### config.mk
export PLATFORM = sky130hd
export DESIGN_NAME = ecc_err_inject_flat
export DESIGN_NICKNAME = d
export VERILOG_FILES = /design/src/rtl/ecc_err_inject_pkg.sv /design/src/rtl/ecc_err_inject_if.sv /design/src/rtl/ecc_err_inject_lfsr16.sv /design/src/rtl/ecc_err_inject.sv /design/src/flat_wrapper.sv
export SDC_FILE = /design/constraint.sdc
export NUM_CORES = 1
export LEC_CHECK = 0
export ABC_AREA = 0
export BUFFER_PORTS_ARGS = -buffer_cell sky130_fd_sc_hd__buf_2
export CAP_MARGIN = 20
export CELL_PAD_IN_SITES_DETAIL_PLACEMENT = 1
export CELL_PAD_IN_SITES_GLOBAL_PLACEMENT = 2
export CORE_ASPECT_RATIO = 1.2
export CORE_UTILIZATION = 21
export CTS_CLUSTER_SIZE = 12
export DETAILED_ROUTE_END_ITERATION = 10
export GPL_TIMING_DRIVEN = 0
export PLACE_DENSITY_LB_ADDON = 0.05
export SYNTH_ARGS = -nofsm -noshare
export SYNTH_HDL_FRONTEND = slang
export SYNTH_SLANG_ARGS = --single-unit
### constraint.sdc
create_clock -name clk_i -period 2.4 [get_ports clk_i]
set_clock_uncertainty 0.05 [all_clocks]
set_input_delay 0.24 -clock clk_i [delete_from_list [all_inputs] [get_ports clk_i]]
set_output_delay 0.24 -clock clk_i [all_outputs]
set_load 0.05 [all_outputs]
### src/rtl/ecc_err_inject_pkg.sv
// Shared types and constants for the ECC error injector: modes, FSM states,
// LFSR feedback mask and the Hamming check-bit count helper.
package ecc_tb_pkg;

   // Right-shift Galois mask for x^16+x^14+x^13+x^11+1
   localparam logic [15:0] LFSR_POLY = 16'hB400;

   typedef enum logic [1:0] {ECC_NONE, ECC_SINGLE, ECC_DOUBLE, ECC_RANDOM} ecc_mode_e;

   typedef enum logic [2:0] {IDLE, DRAWN, DRAW1, DRAW2, OUT} inj_state_e;

   function automatic int calculate_m(input int k);
      int m;
      m = 0;
      while ((1 << m) < m + k + 1) m++;
      return m;
   endfunction

endpackage

### src/rtl/ecc_err_inject_if.sv
// Upstream/downstream codeword stream of the error injector; slave is the
// injector's view, master the driver/monitor view.
interface ecc_err_inject_if #(
   parameter int K = 8
);
   localparam int CW = K + ecc_tb_pkg::calculate_m(K) + 1;

   logic [CW-1:0] cw_i;
   logic [K-1:0]  data_i;
   logic [1:0]    mode_i;
   logic          valid_i;
   logic          ready_o;
   logic [CW-1:0] cw_o;
   logic [K-1:0]  data_o;
   int            nflips_o;
   int            flip1_o;
   int            flip2_o;
   logic          valid_o;
   logic          ready_i;

   modport slave (
      input  cw_i, data_i, mode_i, valid_i, ready_i,
      output ready_o, cw_o, data_o, nflips_o, flip1_o, flip2_o, valid_o
   );

   modport master (
      output cw_i, data_i, mode_i, valid_i, ready_i,
      input  ready_o, cw_o, data_o, nflips_o, flip1_o, flip2_o, valid_o
   );
endinterface

### src/rtl/ecc_err_inject_lfsr16.sv
// 16-bit Galois LFSR; a zero seed is replaced by 1 so the register never locks up.
module ecc_lfsr16 import ecc_tb_pkg::*; #(
   parameter logic [15:0] SEED = 16'hACE1
) (
   input  logic        clk_i,
   input  logic        rst_i,
   output logic [15:0] q_o
);
   localparam logic [15:0] INIT = (SEED == 16'h0000) ? 16'h0001 : SEED;

   always_ff @(posedge clk_i) begin
      if (rst_i) q_o <= INIT;
      else       q_o <= (q_o >> 1) ^ (q_o[0] ? LFSR_POLY : 16'h0000);
   end
endmodule

### src/rtl/ecc_err_inject.sv
// Flips 0, 1 or 2 distinct random bits of a codeword for ECC checker testing.
// ECC_INJ_STATS_EN adds saturating per-flip-count output handshake counters.
module ecc_err_inject import ecc_tb_pkg::*; #(
   parameter int          K      = 8,
   parameter int          P0_LSB = 0,
   parameter logic [15:0] SEED   = 16'hACE1
) (
   input  logic         clk_i,
   input  logic         rst_i,
   ecc_err_inject_if.slave bus,
   output int           p0_pos_o,
   output int           cnt0_o,
   output int           cnt1_o,
   output int           cnt2_o
);
   localparam int CW = K + calculate_m(K) + 1;
   localparam int PW = $clog2(CW);

   inj_state_e    state, state_nxt;
   logic [15:0]   lfsr;
   logic [PW-1:0] c;
   logic          c_ok;
   logic [CW-1:0] c_oh;
   logic [CW-1:0] cw_q;
   logic [K-1:0]  data_q;
   logic [1:0]    nflips_q;
   logic [PW-1:0] flip1_q, flip2_q;
   logic          valid_q, ready_q;
   logic          lfsr_unused;

   ecc_lfsr16 #(.SEED(SEED)) u_lfsr (.clk_i(clk_i), .rst_i(rst_i), .q_o(lfsr));

   assign c           = lfsr[PW-1:0];
   assign c_ok        = (32'(c) < 32'(CW));
   assign c_oh        = {{(CW-1){1'b0}}, 1'b1} << c;
   assign lfsr_unused = ^lfsr[15:PW];

   always_ff @(posedge clk_i) begin
      if (rst_i) state <= IDLE;
      else       state <= state_nxt;
   end

   always_comb begin
      state_nxt = state;
      case (state)
         IDLE:  if (bus.valid_i) begin
                   case (bus.mode_i)
                      ECC_NONE:   state_nxt = OUT;
                      ECC_RANDOM: state_nxt = DRAWN;
                      default:    state_nxt = DRAW1;
                   endcase
                end
         DRAWN: if (lfsr[1:0] != 2'd3) state_nxt = (lfsr[1:0] == 2'd0) ? OUT : DRAW1;
         DRAW1: if (c_ok) state_nxt = (nflips_q == 2'd1) ? OUT : DRAW2;
         DRAW2: if (c_ok && (c != flip1_q)) state_nxt = OUT;
         OUT:   if (bus.ready_i) state_nxt = IDLE;
         default: state_nxt = IDLE;
      endcase
   end

   // cw_q accumulates each accepted flip, so it is final on the edge into OUT
   always_ff @(posedge clk_i) begin
      if (rst_i) begin
         cw_q     <= '0;
         data_q   <= '0;
         nflips_q <= '0;
         flip1_q  <= '0;
         flip2_q  <= '0;
         valid_q  <= 1'b0;
         ready_q  <= 1'b1;
      end else begin
         valid_q <= (state_nxt == OUT);
         ready_q <= (state_nxt == IDLE);
         case (state)
            IDLE: if (bus.valid_i) begin
                     cw_q     <= bus.cw_i;
                     data_q   <= bus.data_i;
                     flip1_q  <= '0;
                     flip2_q  <= '0;
                     nflips_q <= (bus.mode_i == ECC_RANDOM) ? 2'd0 : bus.mode_i;
                  end
            DRAWN: if (lfsr[1:0] != 2'd3) nflips_q <= lfsr[1:0];
            DRAW1: if (c_ok) begin
                      flip1_q <= c;
                      cw_q    <= cw_q ^ c_oh;
                   end
            DRAW2: if (c_ok && (c != flip1_q)) begin
                      flip2_q <= c;
                      cw_q    <= cw_q ^ c_oh;
                   end
            default: ;
         endcase
      end
   end

   assign bus.cw_o     = cw_q;
   assign bus.data_o   = data_q;
   assign bus.nflips_o = 32'(nflips_q);
   assign bus.flip1_o  = 32'(flip1_q);
   assign bus.flip2_o  = 32'(flip2_q);
   assign bus.valid_o  = valid_q;
   assign bus.ready_o  = ready_q;
   assign p0_pos_o     = (P0_LSB != 0) ? 0 : CW - 1;

`ifdef ECC_INJ_STATS_EN
   logic [2:0][31:0] cnt_q;

   for (genvar i = 0; i < 3; i++) begin : g_cnt
      always_ff @(posedge clk_i) begin
         if (rst_i)
            cnt_q[i] <= '0;
         else if (valid_q && bus.ready_i && (nflips_q == 2'(i)) && (cnt_q[i] != '1))
            cnt_q[i] <= cnt_q[i] + 32'd1;
      end
   end

   assign cnt0_o = cnt_q[0];
   assign cnt1_o = cnt_q[1];
   assign cnt2_o = cnt_q[2];
`else
   assign cnt0_o = 0;
   assign cnt1_o = 0;
   assign cnt2_o = 0;
`endif
endmodule

### src/flat_wrapper.sv
// flat-port wrapper written by rule: the top's interface ports become plain ports
module ecc_err_inject_flat import ecc_tb_pkg::*;
#(
   parameter int          K      = 8,
   parameter int          P0_LSB = 0,
   parameter logic [15:0] SEED   = 16'hACE1
)
  (clk_i, rst_i, p0_pos_o, cnt0_o, cnt1_o, cnt2_o, bus_cw_i, bus_data_i, bus_mode_i, bus_valid_i, bus_ready_i, bus_ready_o, bus_cw_o, bus_data_o, bus_nflips_o, bus_flip1_o, bus_flip2_o, bus_valid_o);
  ecc_err_inject_if #(.K(K)) bus_i ();
  input  logic clk_i;
  input  logic rst_i;
  output int p0_pos_o;
  output int cnt0_o;
  output int cnt1_o;
  output int cnt2_o;
  input wire logic [$bits(bus_i.cw_i)-1:0] bus_cw_i;
  input wire logic [$bits(bus_i.data_i)-1:0] bus_data_i;
  input wire logic [$bits(bus_i.mode_i)-1:0] bus_mode_i;
  input wire logic [$bits(bus_i.valid_i)-1:0] bus_valid_i;
  input wire logic [$bits(bus_i.ready_i)-1:0] bus_ready_i;
  output wire logic [$bits(bus_i.ready_o)-1:0] bus_ready_o;
  output wire logic [$bits(bus_i.cw_o)-1:0] bus_cw_o;
  output wire logic [$bits(bus_i.data_o)-1:0] bus_data_o;
  output wire logic [$bits(bus_i.nflips_o)-1:0] bus_nflips_o;
  output wire logic [$bits(bus_i.flip1_o)-1:0] bus_flip1_o;
  output wire logic [$bits(bus_i.flip2_o)-1:0] bus_flip2_o;
  output wire logic [$bits(bus_i.valid_o)-1:0] bus_valid_o;
  assign bus_i.cw_i = bus_cw_i;
  assign bus_i.data_i = bus_data_i;
  assign bus_i.mode_i = bus_mode_i;
  assign bus_i.valid_i = bus_valid_i;
  assign bus_i.ready_i = bus_ready_i;
  assign bus_ready_o = bus_i.ready_o;
  assign bus_cw_o = bus_i.cw_o;
  assign bus_data_o = bus_i.data_o;
  assign bus_nflips_o = bus_i.nflips_o;
  assign bus_flip1_o = bus_i.flip1_o;
  assign bus_flip2_o = bus_i.flip2_o;
  assign bus_valid_o = bus_i.valid_o;
  ecc_err_inject #(.K(K), .P0_LSB(P0_LSB), .SEED(SEED)) u_core (.clk_i(clk_i), .rst_i(rst_i), .bus(bus_i), .p0_pos_o(p0_pos_o), .cnt0_o(cnt0_o), .cnt1_o(cnt1_o), .cnt2_o(cnt2_o));
endmodule
==> summary.md <==
| Metric | Value |
|---|---|
| Initial Util | `0.2141` |
| Max Fclk | `458.4 MHz` |
| Placed inst area | `5449 um^2` |
| Pleak | `0.003170 uW` |
| H-tree level count | `2` |
| Reg2reg end | `u_core.bus.cw_o[4]` |
| Register bit count reported by yosys | `52` |
| Psw | `1810 uW` |
| CORE AREA | `18860 um^2` |
| Crit path required time | `2510 ps` |
| CTS clk-pin slew, worst paths | `80 ps` |
| Max incr delay on CP | `590 ps` |
| Unrepaired setup endpoints after global routing | `no` |
| Crit end category | `flop` |
| # diodes | `0` |
| Tcrit/Tclk final | `0.9090` |
| Worst slew pin tran | `745.7 ps` |
| Buf/Inv on CP | `2` |
| Clk Latency, worst-skew pair | `300 ps` |
| Post-CTS resize count | `0` |
| Die footprint | `19790 um^2` |
| Yosys cell types | `43` |
| Peak supply drop | `0.2735 mV` |
| Post-CTS setup buffers | `0` |
| Via density | `3.402` |
| 1st-iter DRT viols | `129` |
| Max-cap violations | `0` |
| First-pass GRT wire length | `17930 um` |
| Slowest stage cell, crit path | `nor4_2` |
| Clk pwr share | `0.205` |
| # rows | `55` |
| Reg2reg path depth | `7` |
| Area growth syn-to-layout | `38.67%` |
| Startpoint Class | `flop` |
| Top FF cell, synth | `dfxtp_1` |
| Die width | `128.6 um` |
| Internal | `1841 uW` |
| Clock tree sinks | `52` |
| Synth area leader | `buf_4` |
| Commonest non-fill, non-tap cell in the layout | `buf_4` |
| Hold-fix buffers, CTS | `0` |
| Synth warn | `0` |
| Gpl congestion | `0.7719` |
| Setup Viol. Count Final | `0` |
| Worst-path cell chain | `buf_2 > xor2_1 > nor4_2 > nand2_1 > clkbuf_1 > nand3_1 > a21oi_1` |
| Switching share of power | `0.4957` |
| Port Buffers | `59` |
| Most frequent cells in the layout | `buf_4, conb_1, buf_2, dfxtp_1, nand2_1` |
| Share of cells above drive strength 1 | `0.3868` |
| Min Tclk post-route | `2182 ps` |
| Pwr dens | `652.2 nW/um^2` |
| Setup tns final | `0 ps` |
| Post-DRT Antenna Nets | `0` |
| Crit path launch | `u_core.u_lfsr.q_o[3]` |
| Seq/Total Area, Yosys | `0.2578` |
| Comb pwr share | `0.518` |
| Synth Instances | `507` |
| Slew Limit Fails | `0` |
| Pre-antenna DRT Iters | `5` |
| Start of the worst register-to-register path | `u_core.u_lfsr.q_o[3]` |
| Hold Crit Endpoint | `u_core.u_lfsr.q_o[2]` |
| Number of buffers created by CTS | `5` |
| Worst-case clock buffer depth | `2` |
| Final hold vios | `0` |
| Final WL | `11970 um` |
| Post-Syn Area per Cell | `7.964 um^2` |
| Residual DRC | `0` |
| Rel. slew slack | `0.5029` |
| Top cell type's share of synthesized area | `0.3998` |
| Status | `finished, final reports clean` |
| Pin count of the biggest net entering global routing | `19` |
| CP arrival | `2290 ps` |
| CTS tree | `built` |
| Clock root cell | `clkbuf_16` |
| Hold Crit Depth | `2` |
| Critical path type | `flop to flop` |
| Initial antenna violation count | `0` |
| WL per Instance | `11.49 um` |
| Hpwl dp | `9910 um` |
| Nets | `816` |
| Fin area | `5599 um^2` |
| Flop pwr share | `0.276` |
| Post-synth ARST share | `0` |
| Vias in the first global route | `3392` |
| Delay-heaviest family, CP | `simple AND/OR/NAND/NOR gates` |
| DR vias | `3545` |
| Crit path max fanout | `10` |
| EDFF count, synth | `0` |
| # IOs | `274` |
| Hold Path Origin | `rst_i` |
| Main area contributors after synthesis | `buf_4, dfxtp_1, a21oi_1, nand2_1, nor2b_1` |
| Worst reg2reg setup slack | `220 ps` |
| Min-Delay Path Class | `primary input to flop` |
| Cell area after synthesis | `4038 um^2` |
| DIE HEIGHT | `153.9 um` |
| Grt ovf | `0` |
| Total Routing Usage GR | `0.1161` |
[metal layers]
layer,vias to the layer above,share of wire,global-route usage
met5,-,0,0
met4,0,0.0078,0.02521
li1,1795,-,-
met3,7,0.068,0.02644
met1,1603,0.39,0.1272
met2,140,0.54,0.2224
[power by group through the flow]
stage | Clock [uW] | Sequential, uW | Combinational (uW)
2_1_floorplan | 0 | 1250 | 1410
3_3_place_gp | 0 | 1030 | 1860
3_5_place_dp | 0 | 1030 | 1880
4_1_cts | 788 | 1010 | 1880
5_1_grt | 828 | 1020 | 2010
6_report | 750 | 1010 | 1890
[cell families (layout without fill, tap and decap cells)]
family,after synthesis,after routing,share of synthesized area
simple gates,114,114,0.1416
flops,52,52,0.2578
compound gates,84,84,0.1342
buf+inv,240,307,0.4270
mux,4,4,0.009917
other cells,2,214,0.001860
xor+xnor,7,7,0.01518
fa+ha+maj,4,4,0.01240
[metrics by stage]
step	hold slack, ps	cells	total power, uW	utilization	setup WS [ps]
final	113.1	1042	3652	0.2969	218.4
after global routing	114.6	1042	3856	0.2969	36.44
after CTS	99.46	1042	3678	0.2969	191.6
after detailed placement	349.3	1034	2907	0.2890	198.0
after global placement	344.8	1034	2892	0.2890	237.7
after floorplan	273.0	719	2654	-	492.6
[state kept, by name, indices dropped and copies added, names as in the netlist]
register and count:
u_core.bus.cw_o 13, u_core.bus.data_o 8, u_core.bus.ready_o 1, u_core.bus.valid_o 1, u_core.flip1_q 4, u_core.flip2_q 4, u_core.nflips_q 2, u_core.state 3
u_core.u_lfsr.q_o 16
[cell usage after synthesis (2+ instances only)]
cell and count:
ha_1 4, inv_1 3, buf_2 7, o31ai_1 9
a41o_1 2, clkbuf_1 13, nand3_1 13, nand2b_1 8
conb_1 2, o211ai_1 2, nand4_1 2, a22oi_1 2
and3_1 2, o21ai_0 5, nor2b_1 14, a31oi_1 6
buf_4 215, xnor2_1 3, nand2_1 40, o21ai_1 8
dfxtp_1 52, o41ai_1 3, o31ai_2 2, nor3_1 6
or2_2 7, nor2_1 14, nor3b_1 4, xor2_1 4
mux2i_1 4, a21oi_1 38
[final cells by class]
| type | instances | area (um^2) |
|---|---|---|
| clock inverters | 3 | 25.02 |
| flip-flops and latches | 52 | 1041 |
| clock buffers | 5 | 125.1 |
| multi-input cells | 427 | 2068 |
| well taps | 256 | 320.3 |
| repair buffers | 59 | 295.3 |
| fillers | 2437 | 13260 |
| plain buffers | 237 | 1713 |
| inverters | 3 | 11.26 |
[worst register-to-register path, delay by kind of cell (launching register included)]
kind,cells,cell delay [ps]
XOR/XNOR,1,110
AO/OA/AOI/OAI,1,70
AND/OR/NAND/NOR,3,950
buffers and inverters,2,540
flip-flops,1,340
[worst max-delay path by stage]
stage | cells past startpoint | to | slack (ps)
floorplan | 6 | u_core.bus.cw_o[4] | 490
global placement | 7 | u_core.bus.cw_o[0] | 240
detailed placement | 7 | u_core.bus.cw_o[0] | 200
CTS | 7 | u_core.bus.cw_o[0] | 190
global route | 7 | u_core.bus.cw_o[7] | 40
finish | 7 | u_core.bus.cw_o[4] | 220
Power figures use the tool's default switching activity.
